==> config.mk <==
export PLATFORM = sky130hd
export DESIGN_NAME = pol2rec_cordic_flat
export DESIGN_NICKNAME = d
export VERILOG_FILES = /design/src/rtl/pol2rec_pkg.sv /design/src/rtl/pol2rec_cordic_if.sv /design/src/rtl/cordic_atan_rom.sv /design/src/rtl/pol2rec_cordic.sv /design/src/flat_wrapper.sv
export SDC_FILE = /design/constraint.sdc
export NUM_CORES = 2
export LEC_CHECK = 0
export CAP_MARGIN = 20
export CORE_MARGIN = 4
export CORE_UTILIZATION = 50
export DETAILED_ROUTE_END_ITERATION = 10
export PLACE_DENSITY_LB_ADDON = 0.25
export SKIP_LAST_GASP = 1
export SLEW_MARGIN = 10
export SYNTH_ARGS = -nofsm -noshare
export SYNTH_HDL_FRONTEND = slang
export SYNTH_SLANG_ARGS = --single-unit
==> constraint.sdc <==
create_clock -name clock -period 11.8 [get_ports clock]
set_clock_uncertainty 0.15 [all_clocks]
set_input_delay 3.54 -clock clock [delete_from_list [all_inputs] [get_ports clock]]
set_output_delay 3.54 -clock clock [all_outputs]
set_load 0.1 [all_outputs]
==> src/rtl/pol2rec_pkg.sv <==
// pol2rec_pkg: constants and types shared by the polar-to-rectangular CORDIC
// converter (and reusable by the rectangular-to-polar companion).
package pol2rec_pkg;

  // 1/K gain compensation, fixed point with P2R_SCALE_SHIFT fractional bits
  localparam int P2R_SCALE       = 159188;
  localparam int P2R_SCALE_SHIFT = 18;

  // Internal datapath widths: x/y carry two guard integer bits over 16Q16
  localparam int XY_W = 34;
  localparam int Z_W  = 32;

  // Angle constants in 8Q24 degrees; 180 needs 33 bits to stay positive
  localparam logic signed [32:0] DEG180 = 33'sh0_B400_0000;
  localparam logic signed [31:0] DEG90  = 32'sh5A00_0000;

  typedef enum logic [1:0] {
    IDLE = 2'd0,
    ITER = 2'd1,
    DONE = 2'd2
  } state_t;

endpackage

==> src/rtl/pol2rec_cordic_if.sv <==
// pol2rec_cordic_if: operand/result bundle of the polar-to-rectangular converter.
interface pol2rec_cordic_if;
  logic               enable;
  logic               start;
  logic signed [31:0] mod;
  logic signed [31:0] angle;
  logic signed [31:0] x;
  logic signed [31:0] y;
  logic               busy;
  logic               done;

  modport master (output enable, start, mod, angle, input x, y, busy, done);
  modport slave  (input enable, start, mod, angle, output x, y, busy, done);
endinterface

==> src/rtl/cordic_atan_rom.sv <==
// cordic_atan_rom: atan(2^-idx) in degrees, 8Q24, truncated. Combinational.
module cordic_atan_rom (
  input  logic [4:0]         idx,
  output logic signed [31:0] atan
);

  // Table lookup of the elementary rotation angle for iteration idx
  always_comb begin
    case (idx)
      5'd0:    atan = 32'sh2D00_0000;
      5'd1:    atan = 32'sh1A90_A731;
      5'd2:    atan = 32'sh0E09_4740;
      5'd3:    atan = 32'sh0720_0112;
      5'd4:    atan = 32'sh0393_8AA6;
      5'd5:    atan = 32'sh01CA_3794;
      5'd6:    atan = 32'sh00E5_2A1A;
      5'd7:    atan = 32'sh0072_96D7;
      5'd8:    atan = 32'sh0039_4BA5;
      5'd9:    atan = 32'sh001C_A5D9;
      5'd10:   atan = 32'sh000E_52ED;
      5'd11:   atan = 32'sh0007_2976;
      5'd12:   atan = 32'sh0003_94BB;
      5'd13:   atan = 32'sh0001_CA5D;
      5'd14:   atan = 32'sh0000_E52E;
      5'd15:   atan = 32'sh0000_7297;
      5'd16:   atan = 32'sh0000_394B;
      5'd17:   atan = 32'sh0000_1CA5;
      5'd18:   atan = 32'sh0000_0E52;
      5'd19:   atan = 32'sh0000_0729;
      5'd20:   atan = 32'sh0000_0394;
      5'd21:   atan = 32'sh0000_01CA;
      5'd22:   atan = 32'sh0000_00E5;
      5'd23:   atan = 32'sh0000_0072;
      5'd24:   atan = 32'sh0000_0039;
      5'd25:   atan = 32'sh0000_001C;
      5'd26:   atan = 32'sh0000_000E;
      5'd27:   atan = 32'sh0000_0007;
      5'd28:   atan = 32'sh0000_0003;
      5'd29:   atan = 32'sh0000_0001;
      5'd30:   atan = 32'sh0000_0000;
      5'd31:   atan = 32'sh0000_0000;
      default: atan = 32'sh0000_0000;
    endcase
  end

endmodule

==> src/rtl/pol2rec_cordic.sv <==
// pol2rec_cordic: polar (16Q16 modulus, 8Q24 degrees) to rectangular (16Q16)
// converter, CORDIC rotation mode, one iteration per enabled clock.
// Optional macro POL2REC_QUADRANT_EXT_EN: pre-rotates by 180 degrees on load so
// the full 8Q24 angle span is accepted.
module pol2rec_cordic
  import pol2rec_pkg::*;
#(
  parameter int NITER       = 32,
  parameter int SCALE       = P2R_SCALE,
  parameter int SCALE_SHIFT = P2R_SCALE_SHIFT
) (
  input  logic            clock,
  input  logic            reset,
  pol2rec_cordic_if.slave bus
);

  state_t                 state_r, state_nxt_s;
  logic signed [XY_W-1:0] xr_r, yr_r, xr_nxt_s, yr_nxt_s;
  logic signed [XY_W-1:0] scaled_s, xr_load_s;
  logic signed [Z_W-1:0]  zr_r, zr_nxt_s, zr_load_s, atan_s;
  logic signed [49:0]     prod_s;
  logic [5:0]             i_r;
  logic                   load_s, step_s, finish_s, last_s, dpos_s;
  logic signed [31:0]     x_r, y_r;
  logic                   busy_r, done_r;

  cordic_atan_rom u_atan (
    .idx  (i_r[4:0]),
    .atan (atan_s)
  );

  // Gain-compensated modulus; the 1/K factor is applied once up front
  assign prod_s   = 50'(bus.mod) * 50'(SCALE);
  assign scaled_s = XY_W'(prod_s >>> SCALE_SHIFT);
  assign last_s   = (i_r == 6'(NITER - 1));
  assign dpos_s   = ~zr_r[Z_W-1];

  // Load values for x and z, with optional half-turn pre-rotation
  always_comb begin
    xr_load_s = scaled_s;
    zr_load_s = bus.angle;
`ifdef POL2REC_QUADRANT_EXT_EN
    if (bus.angle > DEG90) begin
      xr_load_s = -scaled_s;
      zr_load_s = Z_W'(33'(bus.angle) - DEG180);
    end else if (bus.angle < -DEG90) begin
      xr_load_s = -scaled_s;
      zr_load_s = Z_W'(33'(bus.angle) + DEG180);
    end else begin
      xr_load_s = scaled_s;
      zr_load_s = bus.angle;
    end
`endif
  end

  // One micro-rotation toward driving the residual angle z to zero
  always_comb begin
    if (dpos_s) begin
      xr_nxt_s = xr_r - (yr_r >>> i_r);
      yr_nxt_s = yr_r + (xr_r >>> i_r);
      zr_nxt_s = zr_r - atan_s;
    end else begin
      xr_nxt_s = xr_r + (yr_r >>> i_r);
      yr_nxt_s = yr_r - (xr_r >>> i_r);
      zr_nxt_s = zr_r + atan_s;
    end
  end

  // FSM state register
  always_ff @(posedge clock) begin
    if (!reset) begin
      state_r <= IDLE;
    end else begin
      state_r <= state_nxt_s;
    end
  end

  // FSM next state: a load wins from any state, DONE always falls to IDLE
  always_comb begin
    state_nxt_s = state_r;
    if (load_s) begin
      state_nxt_s = ITER;
    end else begin
      case (state_r)
        IDLE:    state_nxt_s = IDLE;
        ITER:    state_nxt_s = (bus.enable && last_s) ? DONE : ITER;
        DONE:    state_nxt_s = IDLE;
        default: state_nxt_s = IDLE;
      endcase
    end
  end

  // FSM control strobes: load, iterate, and final iteration
  always_comb begin
    load_s = bus.start & bus.enable;
    if (!load_s && (state_r == ITER) && bus.enable) begin
      step_s = 1'b1;
    end else begin
      step_s = 1'b0;
    end
    finish_s = step_s & last_s;
  end

  // CORDIC working registers; frozen whenever nothing is loaded or stepped
  always_ff @(posedge clock) begin
    if (!reset) begin
      xr_r <= '0;
      yr_r <= '0;
      zr_r <= '0;
      i_r  <= 6'd0;
    end else if (load_s) begin
      xr_r <= xr_load_s;
      yr_r <= '0;
      zr_r <= zr_load_s;
      i_r  <= 6'd0;
    end else if (step_s) begin
      xr_r <= xr_nxt_s;
      yr_r <= yr_nxt_s;
      zr_r <= zr_nxt_s;
      i_r  <= i_r + 6'd1;
    end else begin
      xr_r <= xr_r;
      yr_r <= yr_r;
      zr_r <= zr_r;
      i_r  <= i_r;
    end
  end

  // Registered results and status; x/y change only on the finishing step
  always_ff @(posedge clock) begin
    if (!reset) begin
      x_r    <= 32'sd0;
      y_r    <= 32'sd0;
      busy_r <= 1'b0;
      done_r <= 1'b0;
    end else begin
      busy_r <= (state_nxt_s == ITER);
      done_r <= finish_s;
      if (finish_s) begin
        x_r <= xr_nxt_s[31:0];
        y_r <= yr_nxt_s[31:0];
      end else begin
        x_r <= x_r;
        y_r <= y_r;
      end
    end
  end

  assign bus.x    = x_r;
  assign bus.y    = y_r;
  assign bus.busy = busy_r;
  assign bus.done = done_r;

endmodule

==> src/flat_wrapper.sv <==
// flat-port wrapper written by rule: the top's interface ports become plain ports
module pol2rec_cordic_flat import pol2rec_pkg::*;
#(
  parameter int NITER       = 32,
  parameter int SCALE       = P2R_SCALE,
  parameter int SCALE_SHIFT = P2R_SCALE_SHIFT
)
  (clock, reset, bus_enable, bus_start, bus_mod, bus_angle, bus_x, bus_y, bus_busy, bus_done);
  pol2rec_cordic_if bus_i ();
  input  logic clock;
  input  logic reset;
  input wire logic [$bits(bus_i.enable)-1:0] bus_enable;
  input wire logic [$bits(bus_i.start)-1:0] bus_start;
  input wire logic [$bits(bus_i.mod)-1:0] bus_mod;
  input wire logic [$bits(bus_i.angle)-1:0] bus_angle;
  output wire logic [$bits(bus_i.x)-1:0] bus_x;
  output wire logic [$bits(bus_i.y)-1:0] bus_y;
  output wire logic [$bits(bus_i.busy)-1:0] bus_busy;
  output wire logic [$bits(bus_i.done)-1:0] bus_done;
  assign bus_i.enable = bus_enable;
  assign bus_i.start = bus_start;
  assign bus_i.mod = bus_mod;
  assign bus_i.angle = bus_angle;
  assign bus_x = bus_i.x;
  assign bus_y = bus_i.y;
  assign bus_busy = bus_i.busy;
  assign bus_done = bus_i.done;
  pol2rec_cordic #(.NITER(NITER), .SCALE(SCALE), .SCALE_SHIFT(SCALE_SHIFT)) u_core (.clock(clock), .reset(reset), .bus(bus_i));
endmodule
# After elaboration in Yosys (flattened, before gate mapping)
# Memories as Yosys holds them, arrays and structs flattened. A register that Yosys moved wholly into a read port is not among the register bits.
# Index checks and enable logic that the tools add are counted.
# W data, S select, Z words.
[classes]
n_eq_ne = 3
add_sub_neg = 7
muxes = 13
n_reduce_logical = 6
mul = 1
n_bitwise = 3
shift = 2
[ops]
columns = ["cell", "n"]
rows = [
  ["$mux W34", 4],
  ["$mux W32", 3],
  ["$add A34 B34 Y34", 2],
  ["$sshr A34 B6 Y34", 2],
  ["$sub A34 B34 Y34", 2],
  ["$mul A32 B17 Y48 const B", 1],
  ["$add A32 B32 Y32", 1],
  ["$sub A32 B32 Y32", 1],
  ["$mux W5", 2],
  ["$add A6 B1 Y6 const B", 1],
  ["$eq A6 B5 Y1 const B", 1],
  ["$mux W2", 3],
  ["$eq A2 B1 Y1 const B", 2],
  ["$logic_and A1 B1 Y1", 3],
  ["$and A1 B1 Y1", 2],
  ["$reduce_bool A2 Y1", 1],
  ["$reduce_or A2 Y1", 1],
  ["$logic_not A1 Y1", 1],
  ["$mux W1", 1],
  ["$not A1 Y1", 1],
]
[totals]
word_cells = 45
mem_count = 1
input_bits = 68
romBits = 960
register_bits = 174
output_inout_bits = 66
[memory_table]
columns = ["memory", "depth", "word_bits", "read_ports", "rd_ports_with_merged_regs", "wr", "line_no", "text"]
rows = [
  ["(no name shown)", 32, 30, 1, 1, 0, "cordic_atan_rom.sv:9", "case (idx)"],
]

# Logic depth before layout (Yosys ltp)
[depth]
word_depth = 7
depth_mapped = 27
ltp_nobuf = 24

# Hierarchy
# Synthesis repeated with hierarchy kept, for this count alone.
[unflattened]
hier_cells = 3661
hier_area_um2 = 30432.9
[modules_own_cells]
columns = ["mod", "seq_area_each_um2", "area_each_um2", "cells_each", "instances"]
rows = [
  ["pol2rec_cordic", 3483.3, 29338.1, 3501, 1],
  ["cordic_atan_rom", 0.0, 1094.8, 160, 1],
]

# Least setup slack after synthesis
# Ideal clock, no wire load.
[synth_path]
kind = "in2reg"
startpoint = "in bus_mod[10]"
endpoint = "reg u_core.xr_r[16]"
path_buffers = 0
setup_ps = 126
t_required_ps = 11524
cell_stages = 23
path_slack_ps = 2561
t_arrival_ps = 8963
path_cell_list = "ha_1 > xor2_1 > ha_1 > inv_1 > fa_1 > inv_1 > fa_1 > fa_1 > inv_1 > fa_1 > inv_1 > ha_1 > and4_1 > and3_1 > and2_1 > a22oi_1 > a21oi_1 > o21a_1 > o21a_1 > o41a_1 > a21o_1 > a211oi_1 > o31ai_1"
[synth_via]
elab_chain_cells = 2
[synth_lines]
columns = ["item", "line_no", "text"]
rows = [
  ["from (decl)", "flat_wrapper.sv:14", "input wire logic [$bits(bus_i.mod)-1:0] bus_mod;"],
  ["$mul A32 B17 Y48", "pol2rec_cordic.sv:33", "assign prod_s = 50'(bus.mod) * 50'(SCALE);"],
  ["$mux W34", "pol2rec_cordic.sv:111", "end else if (load_s) begin"],
  ["to (signal assigned)", "pol2rec_cordic.sv:112", "xr_r <= xr_load_s;"],
  ["to (signal assigned)", "pol2rec_cordic.sv:117", "xr_r <= xr_nxt_s;"],
  ["to (signal assigned)", "pol2rec_cordic.sv:122", "xr_r <= xr_r;"],
  ["to (decl)", "pol2rec_cordic.sv:18", "logic signed [XY_W-1:0] xr_r, yr_r, xr_nxt_s, yr_nxt_s;"],
]
# Every way passes these cells.
# A chain may end at the register's enable or synchronous reset.

# Final worst setup path
[layout_path]
startpoint = "in bus_mod[25]"
endpoint = "reg u_core.xr_r[32]"
# The elaborated chain is that of the path after synthesis.

==> metrics <==
status=finished, final reports clean; CTS root buf=clkbuf_16; GRT Total Usage=0.274; initial antenna violation count=2; Synth-to-Final Area Change=9.04%; DR WL met2=39.2 mm; post-cts gate resize count=0; Static Leak=14.3 nW; Avg WL per Cell=20.0 um; fin crit share=0.876; hold depth=2; design area=32400 um2; ys flop type=dfxtp_1; synthesized net count=4197; crit end category=register; Die W=252 um; gpl congestion=1.01; CTS tree=done; cells on worst reg2reg path=21; total number of vias=25759; vias in the first global route=25127; multi-input logic area=23500 um2; Avg Vias per Cell=5.89; Detail Route met3 WL=6.27 mm; relative max-transition margin=0.176; peak supply drop=0.309 mV; Core Area=59000 um2; DRT Pass-1 Iters=6; Pwr Density=243 nW/um2; DR iter-0 viols=2255; Syn. warnings=0; layout cell share with drive strength beyond 1=0.0622; number of CTS-inserted buffers=24; DRT met1 WL=40.2 mm; Die H=252 um; H-tree depth reported by CTS=1; DP HPWL=68.8 mm; Syn Area/Cell=8.37 um2; Overflow after GRT=0; CTS Hold Bufs=0; post-detailed-route count of antenna-violating nets=0; Post-synth EDFFs=0; Worst-Skew Late Latency=0.56 ns; Required @ worst endpoint=12.10 ns; register area share after synthesis=0.137; Fin. Hold Viols=0; Async SR Flop Fraction=0; Post-CTS Setup Bufs=0; Worst Setup Start Kind=primary input; Residual DRC=0; Post-Place Setup Slack=0.945 ns; die footprint=63500 um2; num ports=134; CP Max Fanout=6; final setup margin=1.46 ns; max-capacitance violation count=0; Worst Max-Slew Pin Slew=1.23 ns; cell row count=89; Synth Instances=3557; synthesized area=29800 um2; Final Max Slew Viols=0; Setup Viol. Count Final=0; crit path DAT=10.64 ns; final worst path period need=10.34 ns; clock sinks=204; area post-placement=31600 um2; first-pass GRT wire length=141 mm; Clock Tree Buf Depth=3; DR top layer=met4; Setup CP Type=in -> reg; RSZ-0062 raised after global routing=false; Layout Nets=4222; PortBufs=133; hold_ws=0.301 ns; FF+latch count, synth=204; setup TNS=0 ns; largest net degree at the start of global routing=83; Reg area=4100 um2; final WL=87.7 mm; Yosys cell types=93; clock slew at reported path FFs=0.07 ns; initial core utilization=0.504; Fillers=5620; Fmax=0.0967 GHz; Hold WC Path Type=reg -> reg
## cells in the final DEF (no fill, tap or decap), types with 19 or more instances in the layout
cell type,n
a21oi_1,330
fa_1,216
nor3_1,51
dfxtp_1,199
a31oi_1,49
ha_1,356
xnor2_1,149
a21o_1,69
inv_1,405
clkbuf_16,24
nand3_1,44
and3_1,23
nand2_1,393
o22ai_1,22
o21ai_0,127
nand2b_1,25
clkdlybuf4s50_1,133
buf_4,30
mux4_2,77
o21a_1,27
o21bai_1,19
mux2_2,27
nor2b_1,33
a211oi_1,29
nor2_1,232
and2_1,27
a311oi_1,28
xor2_1,106
mux2i_1,76
## per-stage QoR
stage,power [mW],utilization,std cells
4_1_cts,7.90,0.550,4373
5_1_grt,8.84,0.550,4373
6_report,7.88,0.550,4375
2_1_floorplan,5.73,-,3557
3_3_place_gp,7.00,0.536,4329
3_5_place_dp,7.06,0.536,4329
## layer usage
| metal | vias to the layer above | track usage |
|---|---|---|
| met5 | - | 0 |
| met2 | 839 | 0.438 |
| li1 | 12425 | - |
| met1 | 12372 | 0.399 |
| met4 | 0 | 0.0549 |
| met3 | 123 | 0.0402 |
## cell families (layout without fill, tap and decap cells)
group	after synthesis	in the layout	share of synthesized area
AO/OA/AOI/OAI	845	845	0.180
XOR/XNOR	255	255	0.0751
adder cells (fa/ha/maj)	572	572	0.295
buffers and inverters	572	615	0.0756
flip-flops	204	204	0.137
multiplexers	183	183	0.0960
other	0	2	0
AND/OR/NAND/NOR	926	926	0.141
## registers in the layout, indices dropped and copies added (netlist names)
register	cells
u_core.yr_r	34
u_core.bus.y	32
u_core.bus.done	1
u_core.bus.x	32
u_core.zr_r	32
u_core.u_atan.atan	30
u_core.xr_r	34
u_core.bus.busy	1
u_core.state_r	2
u_core.i_r	6
## final cells by class
type | count | share of cell area
timing repair buffer | 163 | 0.0480
clock buffer | 28 | 0.0196
tap | 773 | 0.0298
antenna | 2 | 0.000154
multi-input combinational | 2781 | 0.723
inverter | 408 | 0.0473
sequential | 204 | 0.126
clock inverter | 16 | 0.00625
## synthesized netlist by cell type (all sizes together), types with 28 or more instances
cell	n	area share
dfxtp	204	0.14
nor3	52	0.0087
a31oi	50	0.011
a311oi	28	0.0082
o21ai	130	0.022
xor2	106	0.031
fa	216	0.15
clkbuf	110	0.014
a211oi	30	0.0077
a21o	69	0.017
a21oi	330	0.056
mux4	78	0.059
mux2	29	0.011
xnor2	149	0.044
inv	406	0.051
ha	356	0.15
nand3	44	0.0074
nor2b	33	0.0069
buf	54	0.010
mux2i	76	0.026
nor2	234	0.030
nand2	396	0.050
## worst max-delay path: stages
cell	delay [ns]
clkdlybuf4s50_1	0.66
ha_1	0.52
inv_1	0.09
fa_1	0.52
fa_1	0.51
inv_1	0.05
fa_1	0.46
fa_1	0.55
inv_1	0.06
fa_1	0.52
inv_1	0.04
ha_1	0.39
nand4_1	0.19
nor3_1	0.44
nand2_1	0.09
a2111oi_0	0.46
buf_4	0.22
o2111ai_1	0.14
a31oi_1	0.30
a211oi_1	0.14
xnor2_1	0.25
a21oi_1	0.15
o221a_2	0.33
## power breakdown
part / internal (mW) / switching, mW / total [mW]
Clock: 0.460 / 0.334 / 0.795
Sequential: 0.743 / 0.0980 / 0.841
Combinational: 2.67 / 3.58 / 6.25
Total: 3.88 / 4.01 / 7.88
## final timing paths
| path | startpoint | end | slack [ns] |
|---|---|---|---|
| worst max-delay path | bus_mod[25] | u_core.xr_r[32]$_SDFFE_PN0P_ | 1.46 |
| worst min-delay path | u_core.bus.y[12]$_SDFFE_PN0P_ | u_core.bus.y[12]$_SDFFE_PN0P_ | 0.30 |
| worst max register to register | u_core.i_r[0]$_SDFFE_PP0P_ | u_core.yr_r[32]$_SDFFE_PP0P_ | 3.91 |
| worst min register to register | u_core.bus.y[12]$_SDFFE_PN0P_ | u_core.bus.y[12]$_SDFFE_PN0P_ | 0.30 |
Power figures use the tool's default switching activity.
